==> config.mk <==
export PLATFORM = sky130hd
export DESIGN_NAME = mam_req_arbiter
export DESIGN_NICKNAME = d
export VERILOG_FILES = /design/src/rtl/mam_req_arbiter.sv
export SDC_FILE = /design/constraint.sdc
export NUM_CORES = 1
export LEC_CHECK = 0
export BUFFER_PORTS_ARGS = -buffer_cell sky130_fd_sc_hd__buf_2
export CORE_AREA = 4 4 95 97
export DETAILED_ROUTE_END_ITERATION = 6
export DIE_AREA = 0 0 99 101
export MAX_ROUTING_LAYER = met4
export PLACE_DENSITY = 0.67
export SETUP_SLACK_MARGIN = 0.1
export SYNTH_ARGS = -nofsm -noshare
export SYNTH_HDL_FRONTEND = slang
export SYNTH_SLANG_ARGS = --single-unit
==> constraint.sdc <==
create_clock -name clk -period 3.6 [get_ports clk]
set_input_delay 0.18 -clock clk [delete_from_list [all_inputs] [get_ports clk]]
set_output_delay 0.18 -clock clk [all_outputs]
set_load 0.05 [all_outputs]
==> src/rtl/mam_req_arbiter.sv <==
// mam_req_arbiter: two-requester, whole-transaction arbiter for the MAM req/write/read channels.
// Optional feature macro MAM_ARB_FIXED_PRIO_EN: port 0 wins ties (no round-robin pointer).
module mam_req_arbiter #(
  parameter int DATA_WIDTH = 16,
  parameter int ADDR_WIDTH = 32
) (
  input  logic                          clk,
  input  logic                          rst,
  input  logic [1:0]                    s_req_valid,
  output logic [1:0]                    s_req_ready,
  input  logic [1:0]                    s_req_rw,
  input  logic [2*ADDR_WIDTH-1:0]       s_req_addr,
  input  logic [1:0]                    s_req_burst,
  input  logic [27:0]                   s_req_beats,
  input  logic [1:0]                    s_write_valid,
  input  logic [2*DATA_WIDTH-1:0]       s_write_data,
  input  logic [2*(DATA_WIDTH/8)-1:0]   s_write_strb,
  output logic [1:0]                    s_write_ready,
  output logic [1:0]                    s_read_valid,
  output logic [DATA_WIDTH-1:0]         s_read_data,
  input  logic [1:0]                    s_read_ready,
  output logic                          m_req_valid,
  input  logic                          m_req_ready,
  output logic                          m_req_rw,
  output logic [ADDR_WIDTH-1:0]         m_req_addr,
  output logic                          m_req_burst,
  output logic [13:0]                   m_req_beats,
  output logic                          m_write_valid,
  output logic [DATA_WIDTH-1:0]         m_write_data,
  output logic [DATA_WIDTH/8-1:0]       m_write_strb,
  input  logic                          m_write_ready,
  input  logic                          m_read_valid,
  input  logic [DATA_WIDTH-1:0]         m_read_data,
  output logic                          m_read_ready,
  output logic [1:0]                    grant
);

  localparam int STRB_WIDTH = DATA_WIDTH / 8;

  localparam logic [1:0] ST_IDLE  = 2'd0;
  localparam logic [1:0] ST_REQ   = 2'd1;
  localparam logic [1:0] ST_WRITE = 2'd2;
  localparam logic [1:0] ST_READ  = 2'd3;

  logic [1:0]  state_r;
  logic [1:0]  grant_r;
  logic [13:0] beat_cnt_r;
  logic        sel_s;
  logic        win_s;
  logic        req_hs_s;
  logic        write_hs_s;
  logic        read_hs_s;
  logic        txn_end_s;
  logic [13:0] load_cnt_s;

  assign sel_s       = grant_r[1];
  assign grant       = grant_r;
  assign s_read_data = m_read_data;

`ifdef MAM_ARB_FIXED_PRIO_EN
  assign win_s = s_req_valid[1] & ~s_req_valid[0];
`else
  logic prio_r;

  // On a tie prio_r names the winner; it flips to the other port after each transaction
  assign win_s = (s_req_valid == 2'b11) ? prio_r : s_req_valid[1];

  // Round-robin pointer update
  always_ff @(posedge clk) begin
    if (rst) begin
      prio_r <= 1'b0;
    end else if (txn_end_s) begin
      prio_r <= ~sel_s;
    end
  end
`endif

  // Datapath mux: the owner's request/write fields, port 0 when no owner
  always_comb begin
    if (sel_s) begin
      m_req_rw     = s_req_rw[1];
      m_req_addr   = s_req_addr[2*ADDR_WIDTH-1:ADDR_WIDTH];
      m_req_burst  = s_req_burst[1];
      m_req_beats  = s_req_beats[27:14];
      m_write_data = s_write_data[2*DATA_WIDTH-1:DATA_WIDTH];
      m_write_strb = s_write_strb[2*STRB_WIDTH-1:STRB_WIDTH];
    end else begin
      m_req_rw     = s_req_rw[0];
      m_req_addr   = s_req_addr[ADDR_WIDTH-1:0];
      m_req_burst  = s_req_burst[0];
      m_req_beats  = s_req_beats[13:0];
      m_write_data = s_write_data[DATA_WIDTH-1:0];
      m_write_strb = s_write_strb[STRB_WIDTH-1:0];
    end
  end

  // Handshake routing: only the owner sees ready/valid, and only in the matching phase
  always_comb begin
    m_req_valid   = 1'b0;
    s_req_ready   = 2'b00;
    m_write_valid = 1'b0;
    s_write_ready = 2'b00;
    s_read_valid  = 2'b00;
    m_read_ready  = 1'b0;
    case (state_r)
      ST_REQ: begin
        m_req_valid        = s_req_valid[sel_s];
        s_req_ready[sel_s] = m_req_ready;
      end
      ST_WRITE: begin
        m_write_valid        = s_write_valid[sel_s];
        s_write_ready[sel_s] = m_write_ready;
      end
      ST_READ: begin
        s_read_valid[sel_s] = m_read_valid;
        m_read_ready        = s_read_ready[sel_s];
      end
      default: m_req_valid = 1'b0;
    endcase
  end

  assign req_hs_s   = m_req_valid & m_req_ready;
  assign write_hs_s = m_write_valid & m_write_ready;
  assign read_hs_s  = m_read_valid & m_read_ready;
  assign txn_end_s  = (write_hs_s | read_hs_s) & (beat_cnt_r == 14'd1);
  // A burst with zero beats still moves one beat
  assign load_cnt_s = (m_req_burst && (m_req_beats != 14'd0)) ? m_req_beats : 14'd1;

  // Transaction FSM: arbitrate, forward the request, then count data beats down to the last one
  always_ff @(posedge clk) begin
    if (rst) begin
      state_r    <= ST_IDLE;
      grant_r    <= 2'b00;
      beat_cnt_r <= 14'd0;
    end else begin
      case (state_r)
        ST_IDLE: begin
          if (|s_req_valid) begin
            grant_r <= win_s ? 2'b10 : 2'b01;
            state_r <= ST_REQ;
          end
        end
        ST_REQ: begin
          if (req_hs_s) begin
            beat_cnt_r <= load_cnt_s;
            state_r    <= m_req_rw ? ST_WRITE : ST_READ;
          end
        end
        ST_WRITE, ST_READ: begin
          if (write_hs_s | read_hs_s) begin
            beat_cnt_r <= beat_cnt_r - 14'd1;
          end
          if (txn_end_s) begin
            state_r <= ST_IDLE;
            grant_r <= 2'b00;
          end
        end
        default: begin
          state_r <= ST_IDLE;
          grant_r <= 2'b00;
        end
      endcase
    end
  end

endmodule
# Word level (Yosys, flattened, before mapping)
# Index checks and enable logic that the tools add are counted.
[word_totals]
reg_bits = 19
in_bits = 159
output_inout_bits = 93
[op_classes]
add_sub_neg = 1
order_cmp = 2
eq_ne = 9
mux = 33
bitwise_logic = 9
reduce_logical = 11
[ops]
columns = ["cell", "n"]
rows = [
  ["$mux W14", 4],
  ["$mux W32", 1],
  ["$pmux W14 S2", 1],
  ["$mux W2", 9],
  ["$mux W16", 1],
  ["$eq A14 B1 Y1 const B", 1],
  ["$mux W1", 14],
  ["$reduce_bool A14 Y1", 1],
  ["$sub A14 B1 Y14 const B", 1],
  ["$reduce_and A3 Y1", 3],
  ["$ne A2 B2 Y1 const B", 4],
  ["$and A2 B2 Y2", 3],
  ["$eq A2 B2 Y1 const B", 3],
  ["$pmux W2 S3", 1],
  ["$and A1 B1 Y1", 4],
  ["$pmux W2 S2", 1],
  ["$reduce_bool A2 Y1", 2],
  ["$reduce_or A2 Y1", 2],
  ["$eq A2 B1 Y1 const B", 1],
  ["$logic_and A1 B1 Y1", 2],
  ["$logic_not A2 Y1", 1],
  ["$lt A1 B2 Y1 const B", 1],
  ["$demux W1 S1", 1],
  ["$ge A1 B1 Y1 const B", 1],
  ["2 further kinds", 2],
]

# Longest topological paths before layout
[logic_depth]
depth_word = 8
ltp_mapped = 8
depth_no_buf = 7

# Worst setup path after synthesis
# Ideal clock, no wire load.
[synth_timing]
kind = "reg2out"
startpoint = "register grant_r[1], in the netlist grant[1]"
endpoint = "output m_req_valid"
t_arrival_ns = 2.325
required_time_ns = 3.420
setup_slack_ns = 1.095
path_stages_with_launch = 5
path_buffers = 2
cell_sequence = "dfxtp_1 > buf_6 > buf_2 > mux2i_1 > nor3b_1"
[synth_via]
elab_chain_len = 3
[synth_rtl]
columns = ["element", "line", "source"]
rows = [
  ["start: declaration", "46", "logic [1:0] grant_r;"],
  ["start signal: assignment", "139", "grant_r <= win_s ? 2'b10 : 2'b01;"],
  ["$mux W1 (not written as such) (2 in a row)", "107", "m_req_valid = s_req_valid[sel_s];"],
  ["$mux W1", "105", "case (state_r)"],
  ["end: declaration", "22", "output logic m_req_valid,"],
]
# No other way between the ends. The select of a mux whose other input is x is not followed.

# Worst setup path in the final report
[layout_timing]
startpoint = "register grant_r[1], in the netlist grant[1]"
endpoint = "register beat_cnt_r[13]"
[layout_via]
elab_chain_len = 7
word_cells_on_any_way = 23
[layout_rtl]
columns = ["element", "line", "source"]
rows = [
  ["$mux W1, on equally long branches (2 in a row)", "111, 116", ""],
  ["$mux W1", "105", ""],
  ["$and A1 B1 Y1, on equally long branches", "123, 124", ""],
  ["$or A1 B1 Y1", "150", "if (write_hs_s | read_hs_s) begin"],
  ["$ne A2 B2 Y1 (no line)", "-", ""],
  ["$reduce_and A3 Y1 (no line)", "-", ""],
  ["end signal: assignment", "145", "beat_cnt_r <= load_cnt_s;"],
  ["end signal: assignment", "151", "beat_cnt_r <= beat_cnt_r - 14'd1;"],
  ["end: declaration", "47", "logic [13:0] beat_cnt_r;"],
]
# Parallel ways exist; a longest one is shown, timed or not. The select of a mux whose other input is x is not followed.
# A chain may end at the register's enable or synchronous reset.

==> impl_results.md <==
* Post-layout instance area at 3310 um2
* Antenna violations before repair at 7
* Reg-to-reg endpoint: beat_cnt_r[13]$_SDFFE_PP0P_
* Leading cell type by number of instances after synthesis: sky130_fd_sc_hd__mux2_2
* Asr flop ratio synth at 0
* Area grow syn2layout at 49.9%
* CP startpoint: grant[1]$_SDFFE_PP0P_
* Clock Path Buffers at 2
* Root Buffer Master: sky130_fd_sc_hd__clkbuf_8
* Number of global-route vias before repair at 2876
* Starting density of the core at 0.271
* R2R Path Start: grant[1]$_SDFFE_PP0P_
* CTS tree: yes
* Maximum Capacitance Violations at 0
* Global-route wire length before repair at 15800 um
* Number of cells produced by synthesis at 268
* Setup violations, final at 0
* IO Port Bufs at 219
* Mean area per synthesized cell at 8.23 um2
* Share of final-layout standard cells stronger than drive strength 1 at 0.638
* Pin count of the biggest net entering global routing at 46
* Overall die area at 10000 um2
* Setup repair after global routing missed its margin: false
* Die H at 101 um
* Number of synthesized flops with an enable pin at 0
* Standard cell with the maximum stage delay on the critical path: sky130_fd_sc_hd__dfxtp_4
* Number of placed cells counting well taps at 560
* Crit path depth at 5
* Syn Std Cell Area at 2210 um2
* Count of different cell masters after synthesis at 44
* Least-Margin Pin Slew at 0.831 ns
* Post-route setup TNS at 0 ns
* R2R Setup Slk at 1.07 ns
* Global routing usage summed across all routing layers at 0.210
* Post-route total power at 1.06 mW
* Cell depth of the worst flop-to-flop path at 5
* Worst-case vdd ir drop at 0.113 mV
* Fmax at 394 MHz
* Total CTS buffers at 3
* Type of the worst setup path: register to register
* GRT Residual Overflow at 0
* Setup Buffers After CTS at 0
* Warnings from Yosys at 0
* Buf+Inv Stages, Crit Path at 1
* Half-perimeter wire length after detailed placement at 9490 um
* Routed vias/inst at 5.00
* Count of state elements after synthesis at 19
* Number of cells traversed by the worst hold path at 3
* Launch point of the worst hold path: s_req_valid[0]
* Pre-Repair DR Iteration Count at 4
* Leakage power at 1.61 nW
* Share of the synthesized area in the top cell type at 0.322
* CTS H-Tree Depth at 1
* Wire length per cell after detailed routing at 19.4 um
* Smallest hold slack at 0.203 ns
* Crit path arrival time at 2.71 ns
* Fin crit share at 0.704
* CP endpoint: beat_cnt_r[13]$_SDFFE_PP0P_
* Hold buffer count at cts at 0
* Number of nets still failing antenna checks after routing at 0
* Worst path max stage delay at 0.72 ns
* Total core area at 8130 um2
* Commonest register cell after synthesis: sky130_fd_sc_hd__dfxtp_1
* Final Hold Fails at 0
* Num Clock Sinks at 19
* Synth top area cells: sky130_fd_sc_hd__mux2_2 (32%), sky130_fd_sc_hd__dfxtp_1 (17%), sky130_fd_sc_hd__buf_4 (5.4%)
* Sequential cell area fraction in the yosys report at 0.172
* Final instance count without filler cells at 571
* Worst-path clk slew at 0.07 ns
* Tightest Hold Check Type: input pin to register
* Tightest slew margin relative to the limit at 0.445
* Vias at 2855
* Drt total wl at 11100 um
* DRC errors left at 0
* Area after DPL at 3240 um2
* Maximum net fanout on the critical path at 45
* Power Density at 320 nW/um2
* Count of instances resized after the clock tree is built at 0
* Die Span X at 99 um
* Run status: finished, final reports clean
* Series of cell instances along the critical path: buf_4 > mux2i_1 > nor2_1 > a211oi_1 > a211oi_1
* Clock latency at the later pin of the worst-skew pair at 0.26 ns
* Cell family with most CP delay: flip-flops
* Max-slew violation total from the final report at 0
* Min Tclk post-route at 2.53 ns
* Placer's final routability congestion estimate at 0.935
* Worst setup EP type: register
* Leading area contributor after synthesis: sky130_fd_sc_hd__mux2_2
* Post-Synthesis Net Count at 429
* Drt initial violations at 167
* Startpoint class of the critical path: register
* Setup Skew at 0.00402 ns
* Crit path top cell by count: sky130_fd_sc_hd__a211oi_1
* Number of rows in the core area at 33
* Cell types with the highest counts after synthesis: sky130_fd_sc_hd__mux2_2 (63), sky130_fd_sc_hd__nor2_1 (32), sky130_fd_sc_hd__dfxtp_1 (19)
* Total I/O pin count at 252
* Nets at 621
* Req. time, crit path at 3.78 ns
sequential cells by signal, summed over array words and instances, names as in the netlist:
signal and count:
prio_r 1, state_r 2, beat_cnt_r 14, grant 2
per-layer routing:
layer	track usage	vias up	part of all wire
met1	0.240	1313	0.39
met5	-	-	0
met3	0.0955	13	0.13
li1	-	1366	-
met4	0.0315	0	0.011
met2	0.348	163	0.47
cells in the final DEF (no fill, tap or decap), types with 3 or more instances in the layout:
cell type and instances:
sky130_fd_sc_hd__dfxtp_1 18, sky130_fd_sc_hd__a31oi_1 6, sky130_fd_sc_hd__mux2_2 63, sky130_fd_sc_hd__nand2_1 13
sky130_fd_sc_hd__buf_2 219, sky130_fd_sc_hd__diode_2 7, sky130_fd_sc_hd__mux2i_1 5, sky130_fd_sc_hd__a211oi_1 4
sky130_fd_sc_hd__nor4_1 6, sky130_fd_sc_hd__nor2_1 32, sky130_fd_sc_hd__o21ai_0 5, sky130_fd_sc_hd__xor2_1 4
sky130_fd_sc_hd__inv_1 6, sky130_fd_sc_hd__a221oi_1 8, sky130_fd_sc_hd__nor3_1 17, sky130_fd_sc_hd__a21oi_1 7
sky130_fd_sc_hd__clkbuf_8 3, sky130_fd_sc_hd__nand3_1 6
layout make-up:
type | count | area (um2)
diodes | 7 | 17.5
clock buffers | 4 | 45.0
fillers | 857 | 4830
inverters | 7 | 26.3
multi-input cells | 208 | 1590
flip-flops and latches | 19 | 384
well taps | 105 | 131
repair buffers | 221 | 1110
report_power, final:
part           switching, mW  internal, mW
Combinational          0.428         0.218
Clock                 0.0751        0.0789
Sequential            0.0330         0.225
tightest hold or removal path: stages:
cell	delay (ns)
sky130_fd_sc_hd__buf_2	0.13
sky130_fd_sc_hd__nand2_1	0.06
sky130_fd_sc_hd__o41ai_1	0.06
kinds of logic (layout without fill, tap and decap cells):
kind of cell             after synthesis  after routing  synth area share
AO/OA/AOI/OAI                         39             39             0.126
XOR/XNOR                               6              6            0.0238
adder cells (fa/ha/maj)                2              2            0.0113
buffers and inverters                 41            232             0.107
flip-flops                            19             19             0.172
multiplexers                          70             70             0.358
other                                  0              7                 0
AND/OR/NAND/NOR                       91             91             0.202
per-stage QoR:
step	worst slack [ns]	utilization
finish	1.07	0.406
global route	0.900	0.406
CTS	1.10	0.404
detailed placement	1.13	0.399
global placement	1.21	0.399
floorplan	1.10	-
how the worst min path moves through the flow:
stage / to / slack (ns)
2_1_floorplan: grant[0]$_SDFFE_PP0P_ / 0.32
3_3_place_gp: s_read_data[11] / 0.36
3_5_place_dp: s_read_data[11] / 0.36
4_1_cts: grant[0]$_SDFFE_PP0P_ / 0.21
5_1_grt: grant[0]$_SDFFE_PP0P_ / 0.23
6_report: grant[0]$_SDFFE_PP0P_ / 0.20
Power figures use the tool's default switching activity.
